<file path="src/rtl/ping_burst_ctrl_pkg.sv">
// Shared definitions for the ping burst controller: FSM state encoding and the
// default time-of-flight width, which the range/display consumer also uses.
package ping_burst_ctrl_pkg;

    localparam int TOF_W_DEFAULT = 24;

    typedef enum logic [2:0] {
        ST_IDLE,
        ST_ARM,
        ST_BURST,
        ST_BLANK,
        ST_LISTEN,
        ST_REPORT
    } state_t;

endpackage

</file>
<file path="src/rtl/ping_burst_ctrl_echo_sync.sv">
// Two-flop synchronizer with a one-cycle rising-edge pulse, for any
// asynchronous active-high sensor input.
module ping_burst_ctrl_echo_sync (
    input  logic clk,
    input  logic rstn,
    input  logic async_in,
    output logic rise
);

    logic sync_1;
    logic sync_2;
    logic sync_3;

    always_ff @(posedge clk or negedge rstn) begin
        if (!rstn) begin
            sync_1 <= 1'b0;
            sync_2 <= 1'b0;
            sync_3 <= 1'b0;
        end else begin
            sync_1 <= async_in;
            sync_2 <= sync_1;
            sync_3 <= sync_2;
        end
    end

    // sync_3 only delays the synchronized level for edge detection
    assign rise = sync_2 & ~sync_3;

endmodule

</file>
<file path="src/rtl/ping_burst_ctrl.sv">
// Sonar ping controller: gates BURST_PERIODS carrier periods onto tx_out, blanks
// for ring-down, listens for an echo and reports time of flight in clk cycles.
module ping_burst_ctrl
    import ping_burst_ctrl_pkg::*;
#(
    parameter int BURST_PERIODS = 8,
    parameter int BLANK_CYCLES  = 2000,
    parameter int TOF_LIMIT     = 200000,
    parameter int TOF_W         = TOF_W_DEFAULT
) (
    input  logic             clk,
    input  logic             rstn,
    input  logic             start,
    input  logic             abort,
    input  logic             wave_in,
    input  logic             echo_in,
    output logic             tx_out,
    output logic             busy,
    output logic [TOF_W-1:0] tof,
    output logic             timeout,
    output logic             tof_valid,
    input  logic             tof_ready
);

    localparam int EDGE_W  = $clog2(BURST_PERIODS + 1);
    localparam int BLANK_W = $clog2(BLANK_CYCLES + 1);

    state_t             state_q, state_d;
    logic [EDGE_W-1:0]  edge_q, edge_d;
    logic [BLANK_W-1:0] blank_q, blank_d;
    logic [TOF_W-1:0]   tof_cnt_q, tof_cnt_d, tof_cnt_inc;
    logic [TOF_W-1:0]   tof_d;
    logic               wave_d;
    logic               tx_d, busy_d, timeout_d, valid_d;
    logic               rise;
    logic               echo_rise;

    ping_burst_ctrl_echo_sync u_echo_sync (
        .clk      (clk),
        .rstn     (rstn),
        .async_in (echo_in),
        .rise     (echo_rise)
    );

    assign rise        = wave_in & ~wave_d;
    assign tof_cnt_inc = (tof_cnt_q == '1) ? tof_cnt_q : tof_cnt_q + TOF_W'(1);

    // Result handshake: tof_valid rises together with a new tof/timeout and both
    // stay frozen until a cycle with tof_valid & tof_ready, which is the transfer.
    always_comb begin
        state_d   = state_q;
        edge_d    = edge_q;
        blank_d   = blank_q;
        tof_cnt_d = tof_cnt_q;
        tof_d     = tof;
        timeout_d = timeout;
        valid_d   = tof_valid;
        busy_d    = busy;
        tx_d      = 1'b0;

        if (abort) begin
            state_d = ST_IDLE;
            valid_d = 1'b0;
            busy_d  = 1'b0;
        end else begin
            case (state_q)
                ST_IDLE: begin
                    if (start) begin
                        state_d = ST_ARM;
                        busy_d  = 1'b1;
                    end
                end
                ST_ARM: begin
                    if (rise) begin
                        state_d   = ST_BURST;
                        edge_d    = EDGE_W'(1);
                        tof_cnt_d = '0;
                        tx_d      = wave_in;
                    end
                end
                ST_BURST: begin
                    tof_cnt_d = tof_cnt_inc;
                    // the rise that would start period BURST_PERIODS+1 ends the burst
                    if (rise && edge_q == EDGE_W'(BURST_PERIODS)) begin
                        state_d = ST_BLANK;
                        blank_d = '0;
                    end else begin
                        tx_d = wave_in;
                        if (rise) begin
                            edge_d = edge_q + EDGE_W'(1);
                        end
                    end
                end
                ST_BLANK: begin
                    tof_cnt_d = tof_cnt_inc;
                    blank_d   = blank_q + BLANK_W'(1);
                    if (blank_q == BLANK_W'(BLANK_CYCLES - 1)) begin
                        state_d = ST_LISTEN;
                    end
                end
                ST_LISTEN: begin
                    tof_cnt_d = tof_cnt_inc;
                    if (echo_rise) begin
                        tof_d     = tof_cnt_q;
                        timeout_d = 1'b0;
                        valid_d   = 1'b1;
                        state_d   = ST_REPORT;
                    end else if (tof_cnt_q == TOF_W'(TOF_LIMIT)) begin
                        tof_d     = TOF_W'(TOF_LIMIT);
                        timeout_d = 1'b1;
                        valid_d   = 1'b1;
                        state_d   = ST_REPORT;
                    end
                end
                ST_REPORT: begin
                    if (tof_ready) begin
                        valid_d = 1'b0;
                        busy_d  = 1'b0;
                        state_d = ST_IDLE;
                    end
                end
                default: begin
                    state_d = ST_IDLE;
                end
            endcase
        end
    end

    always_ff @(posedge clk or negedge rstn) begin
        if (!rstn) begin
            state_q   <= ST_IDLE;
            edge_q    <= '0;
            blank_q   <= '0;
            tof_cnt_q <= '0;
            wave_d    <= 1'b0;
            tx_out    <= 1'b0;
            busy      <= 1'b0;
            tof       <= '0;
            timeout   <= 1'b0;
            tof_valid <= 1'b0;
        end else begin
            state_q   <= state_d;
            edge_q    <= edge_d;
            blank_q   <= blank_d;
            tof_cnt_q <= tof_cnt_d;
            wave_d    <= wave_in;
            tx_out    <= tx_d;
            busy      <= busy_d;
            tof       <= tof_d;
            timeout   <= timeout_d;
            tof_valid <= valid_d;
        end
    end

endmodule
</file>
<file path="config.mk">
export PLATFORM = sky130hd
export DESIGN_NAME = ping_burst_ctrl
export DESIGN_NICKNAME = d
export VERILOG_FILES = /design/src/rtl/ping_burst_ctrl_pkg.sv /design/src/rtl/ping_burst_ctrl_echo_sync.sv /design/src/rtl/ping_burst_ctrl.sv
export SDC_FILE = /design/constraint.sdc
export NUM_CORES = 1
export LEC_CHECK = 0
export CAP_MARGIN = 20
export CORE_UTILIZATION = 45
export CTS_CLUSTER_SIZE = 24
export DETAILED_ROUTE_END_ITERATION = 7
export PLACE_DENSITY = 0.75
export SYNTH_ARGS = -nofsm -noshare
export SYNTH_HDL_FRONTEND = slang
export SYNTH_SLANG_ARGS = --single-unit
</file>
<file path="constraint.sdc">
create_clock -name clk -period 2.13 [get_ports clk]
set_input_delay 0.639 -clock clk [delete_from_list [all_inputs] [get_ports clk]]
set_output_delay 0.639 -clock clk [all_outputs]
set_load 0.05 [all_outputs]
</file>
==> impl_summary.md <==
Status
The run finished with clean final reports.

Clock network
The number of levels the H-tree was split into is 3. TritonCTS created 9 clock buffers. TritonCTS built the clock tree. Clock tree synthesis selected as its root buffer the cell sky130_fd_sc_hd__clkbuf_8. The clock latency on the worst-skew pair is 0.36 ns. The clock-pin transition on the worst setup and hold timing paths is 0.08 ns. Counting along the longest clock path gives a buffer depth of 2. The clock sink total is 74.

Yosys
The synthesized design contains 74 register bits. The distinct cell type count of the synthesized netlist is 53. Summing the sequential cell areas from Yosys gives 49.7% of the chip area. The Yosys step of the flow raised 0 warnings. Yosys mapped a number of flops with a built-in enable equal to 0. sky130_fd_sc_hd__dfrtp_1 takes more of the synthesized area than any other cell. By area the synthesized netlist is led by sky130_fd_sc_hd__dfrtp_1 (50%), sky130_fd_sc_hd__o31ai_1 (5.0%), sky130_fd_sc_hd__a22o_1 (4.9%), sky130_fd_sc_hd__nand4_1 (2.7%), sky130_fd_sc_hd__nor2_1 (2.4%). The instance count of the mapped netlist is 363. The average instance in the mapped netlist occupies approximately 10 sq um. In this run the cell area of the synthesized design comes to 3730 sq um. The fraction of registers with async set or reset after synthesis is 100%.

Counting instances in the post-synthesis netlist gives the leading cell types as sky130_fd_sc_hd__dfrtp_1 (74), sky130_fd_sc_hd__o31ai_1 (25), sky130_fd_sc_hd__nor2_1 (24), sky130_fd_sc_hd__a22o_1 (21), sky130_fd_sc_hd__nand2_1 (19). The number of nets in the synthesized netlist is around 380. The share of synthesized area in the top cell type comes to 49.7%. The most used standard cell by instance count after synthesis is sky130_fd_sc_hd__dfrtp_1. The main flop type after synthesis is sky130_fd_sc_hd__dfrtp_1.

Route
The total iterations of the first detailed-routing run is 5. The highest metal layer carrying signal wires in the routed design is met4. The total routed wire length on the met1 layer is about 4000 microns. The detail route stage leaves a number of antenna-violating nets equal to 0. The average wire length per cell after detail routing is 17.0 microns.

The detailed-route wire length is about 9300 microns. Wire segments on met2 add up to 4630 microns in the final route. After detailed routing, the number of remaining DRC violations is 0. The detail-routed via count per cell is about 6. The number of vias in the routed layout is between 3000 and 4000. In the detailed route, the total length drawn on met3 is 552 microns. The iteration-0 DRC count of the detailed router is 424.

Placement
The final estimated routing congestion in global placement is 0.922. The half-perimeter wire length after placement is around 6200 microns. The placed instance area is about 4400 sq um. During placement, the flow inserted port buffers numbering 34.

Power and ir drop
In this run switching power makes up 33.4% of total power. The power dissipated by switching net loads is 0.00142 W. Of the total power, combinational logic draws around 30%. Dividing total power by cell area gives a power density of 900 nW/um^2. Power comes to 0.00427 W. The clock network is responsible for 30.9% of the overall power. The maximum VDD drop is 0.000516 V. The leakage power is approximately 2.1 nW.

The internal portion of total power is 0.00284 W. Registers are responsible for between 30% and 40% of the overall power.

Finish
At the end of the flow, the number of nets in the layout was roughly 450. Cells with a size suffix above 1 make up between 20 and 30% of the layout. The repair_antennas step left the layout with diodes totalling 0.

The number of fill cells is 640. After routing the design area is approximately 4700 sq um. Relative to the synthesized area, the layout overhead comes to 27.3%.

Critical path
The worst path arrival time is 2.32 ns. The type of origin of the critical path is a flop. The source of the worst register-to-register timing path is tof_cnt_q[21].

STA puts the critical path data required time at 2.37 ns. The largest individual stage delay along the critical path comes from the cell sky130_fd_sc_hd__dfrtp_2. The critical path is of the reg2reg type. The largest fanout on the critical path is 9. The signal on the critical path passes through nor4_2 -> nand4_1 -> o41ai_4 -> buf_6 -> nand2_4 -> a22o_1.

In this run the register-to-register setup slack is between 0.05 and 0.06 ns. The largest single stage delay on the critical path is ~0.47 ns. STA classifies the critical path endpoint as a flop. The startpoint of the worst setup timing path is tof_cnt_q[21]. The most critical setup path has its endpoint at tof[22]. The critical register-to-register path endpoint is tof[22]. For the worst flop-to-flop path, the logic depth is 6.

Floorplanning
The placeable core region is just under 8000 sq um. In this run the count of I/O pins placed on the die edge is 35. The starting utilization of the core area is 47.5%. The die is 93.0 microns wide. From bottom edge to top edge, the die measures 93.0 microns. After floorplanning, the core was divided into 32 placement rows. The die covers 8650 sq um.

STA
The count of final max-slew check failures was 0. The final clock skew is between 0.01 and 0.015 ns. Setup violations remaining at the end of the flow were counted as 0. The final period demand of the worst path is ~2.1 ns.

The final worst-path cycle share is 97.3%. Final hold analysis gives a worst-case slack of 0.290 ns. Measured against its own limit, the worst slew margin works out to between 60% and 70%.

The total count of hold-check failures in the final report came to 0. Timing would allow up to 483 MHz. The measured slew at the worst slew-check pin is 0.593 ns.

Global routing
Global routing finished with a remaining overflow of 0. The number of global-route vias before repair is just over 3000. Global routing used 21.9% of the available tracks across all layers.

The first global-routing pass estimated ~15000 microns of wire. The number of antenna violations at the first check in global routing is 0. Entering global routing, the biggest net connects 75 pins.

Job
Max-cap violations in this run came to 0.

Hold path
The tightest min-delay check is of the in2async type.
repair_timing:
| action | CTS | global route |
|---|---|---|
| setup endpoints to repair | 0 | 56 |
| hold buffers | 0 | 0 |
| gates resized for setup | 0 | 18 |
| buffers inserted | 0 | 8 |
metal layers:
layer  up-vias  track usage, %
met1      1614            29.2
li1       1535               -
met4         0            7.44
met2       119            35.5
met5         -               0
met3        11            4.63
flip-flops by register name, indices dropped and copies added (netlist names):
| register | count |
|---|---|
| blank_q | 11 |
| tof_cnt_q | 24 |
| u_echo_sync.sync_1 | 1 |
| u_echo_sync.sync_2 | 1 |
| timeout | 1 |
| u_echo_sync.sync_3 | 1 |
| tof_valid | 1 |
| tx_out | 1 |
| state_q | 3 |
| tof | 24 |
| edge_q | 4 |
| wave_d | 1 |
| busy | 1 |
cell families (layout without fill, tap and decap cells):
kind of cell / count (synthesis) / count (layout) / share of synthesized area [%]
fa+ha+maj: 5 / 5 / 1.68
buf+inv: 31 / 112 / 4.10
xor+xnor: 8 / 8 / 1.88
compound gates: 116 / 116 / 22.4
mux: 3 / 3 / 0.839
flops: 74 / 74 / 49.7
simple gates: 126 / 127 / 19.4
through the flow:
| step | setup WS [ns] | TNS [ns] | util (%) | instances |
|---|---|---|---|---|
| global placement | -0.310 | -9.85 | 55.6 | 522 |
| global route | -0.0373 | -0.367 | 60.4 | 547 |
| detailed placement | -0.356 | -11.50 | 55.6 | 522 |
| finish | 0.0578 | 0 | 60.4 | 547 |
| CTS | 0.00610 | 0 | 58.7 | 538 |
| floorplan | 0.103 | 0 | - | 363 |
power groups by stage:
stage	registers [W]	logic [W]	clock network (W)
after CTS	0.00165	0.00122	0.00134
after global routing	0.00167	0.00141	0.00139
after floorplan	0.00189	0.000556	0
final	0.00166	0.00129	0.00132
after global placement	0.00167	0.00118	0
after detailed placement	0.00168	0.00122	0
cell type report:
type / count / area [sq um] / share of cell area (%)
Sequential cell: 74 / 1850 / 39.1
Inverter: 9 / 33.8 / 0.712
Clock buffer: 9 / 124 / 2.61
Clock inverter: 7 / 118 / 2.48
Timing Repair Buffer: 87 / 696 / 14.7
Multi-Input combinational cell: 259 / 1790 / 37.7
Tap cell: 102 / 128 / 2.69
worst min path at each step:
stage	start	end
floorplan	u_echo_sync.sync_1	u_echo_sync.sync_2
global placement	u_echo_sync.sync_1	u_echo_sync.sync_2
detailed placement	u_echo_sync.sync_1	u_echo_sync.sync_2
CTS	rstn	tof[14]
global route	rstn	tof[18]
finish	rstn	tof[18]
critical path, delay by kind of cell (launching register included):
family                 cells  cell delay, ns
buffers and inverters      1            0.18
AOI/OAI and AO/OA          2            0.63
and+or+nand+nor            3            0.66
DFF                        1            0.47
cells in the final DEF (no fill, tap or decap), drive strengths merged, types with 8 or more instances in the layout:
master	instances
clkbuf	9
nor4	8
a22o	21
nor2	25
inv	9
o21ai	21
nand3	10
or2	9
nand4	16
a21oi	16
buf	82
dfrtp	74
nand2	21
a31oi	13
o31ai	25
Power figures use the tool's default switching activity.
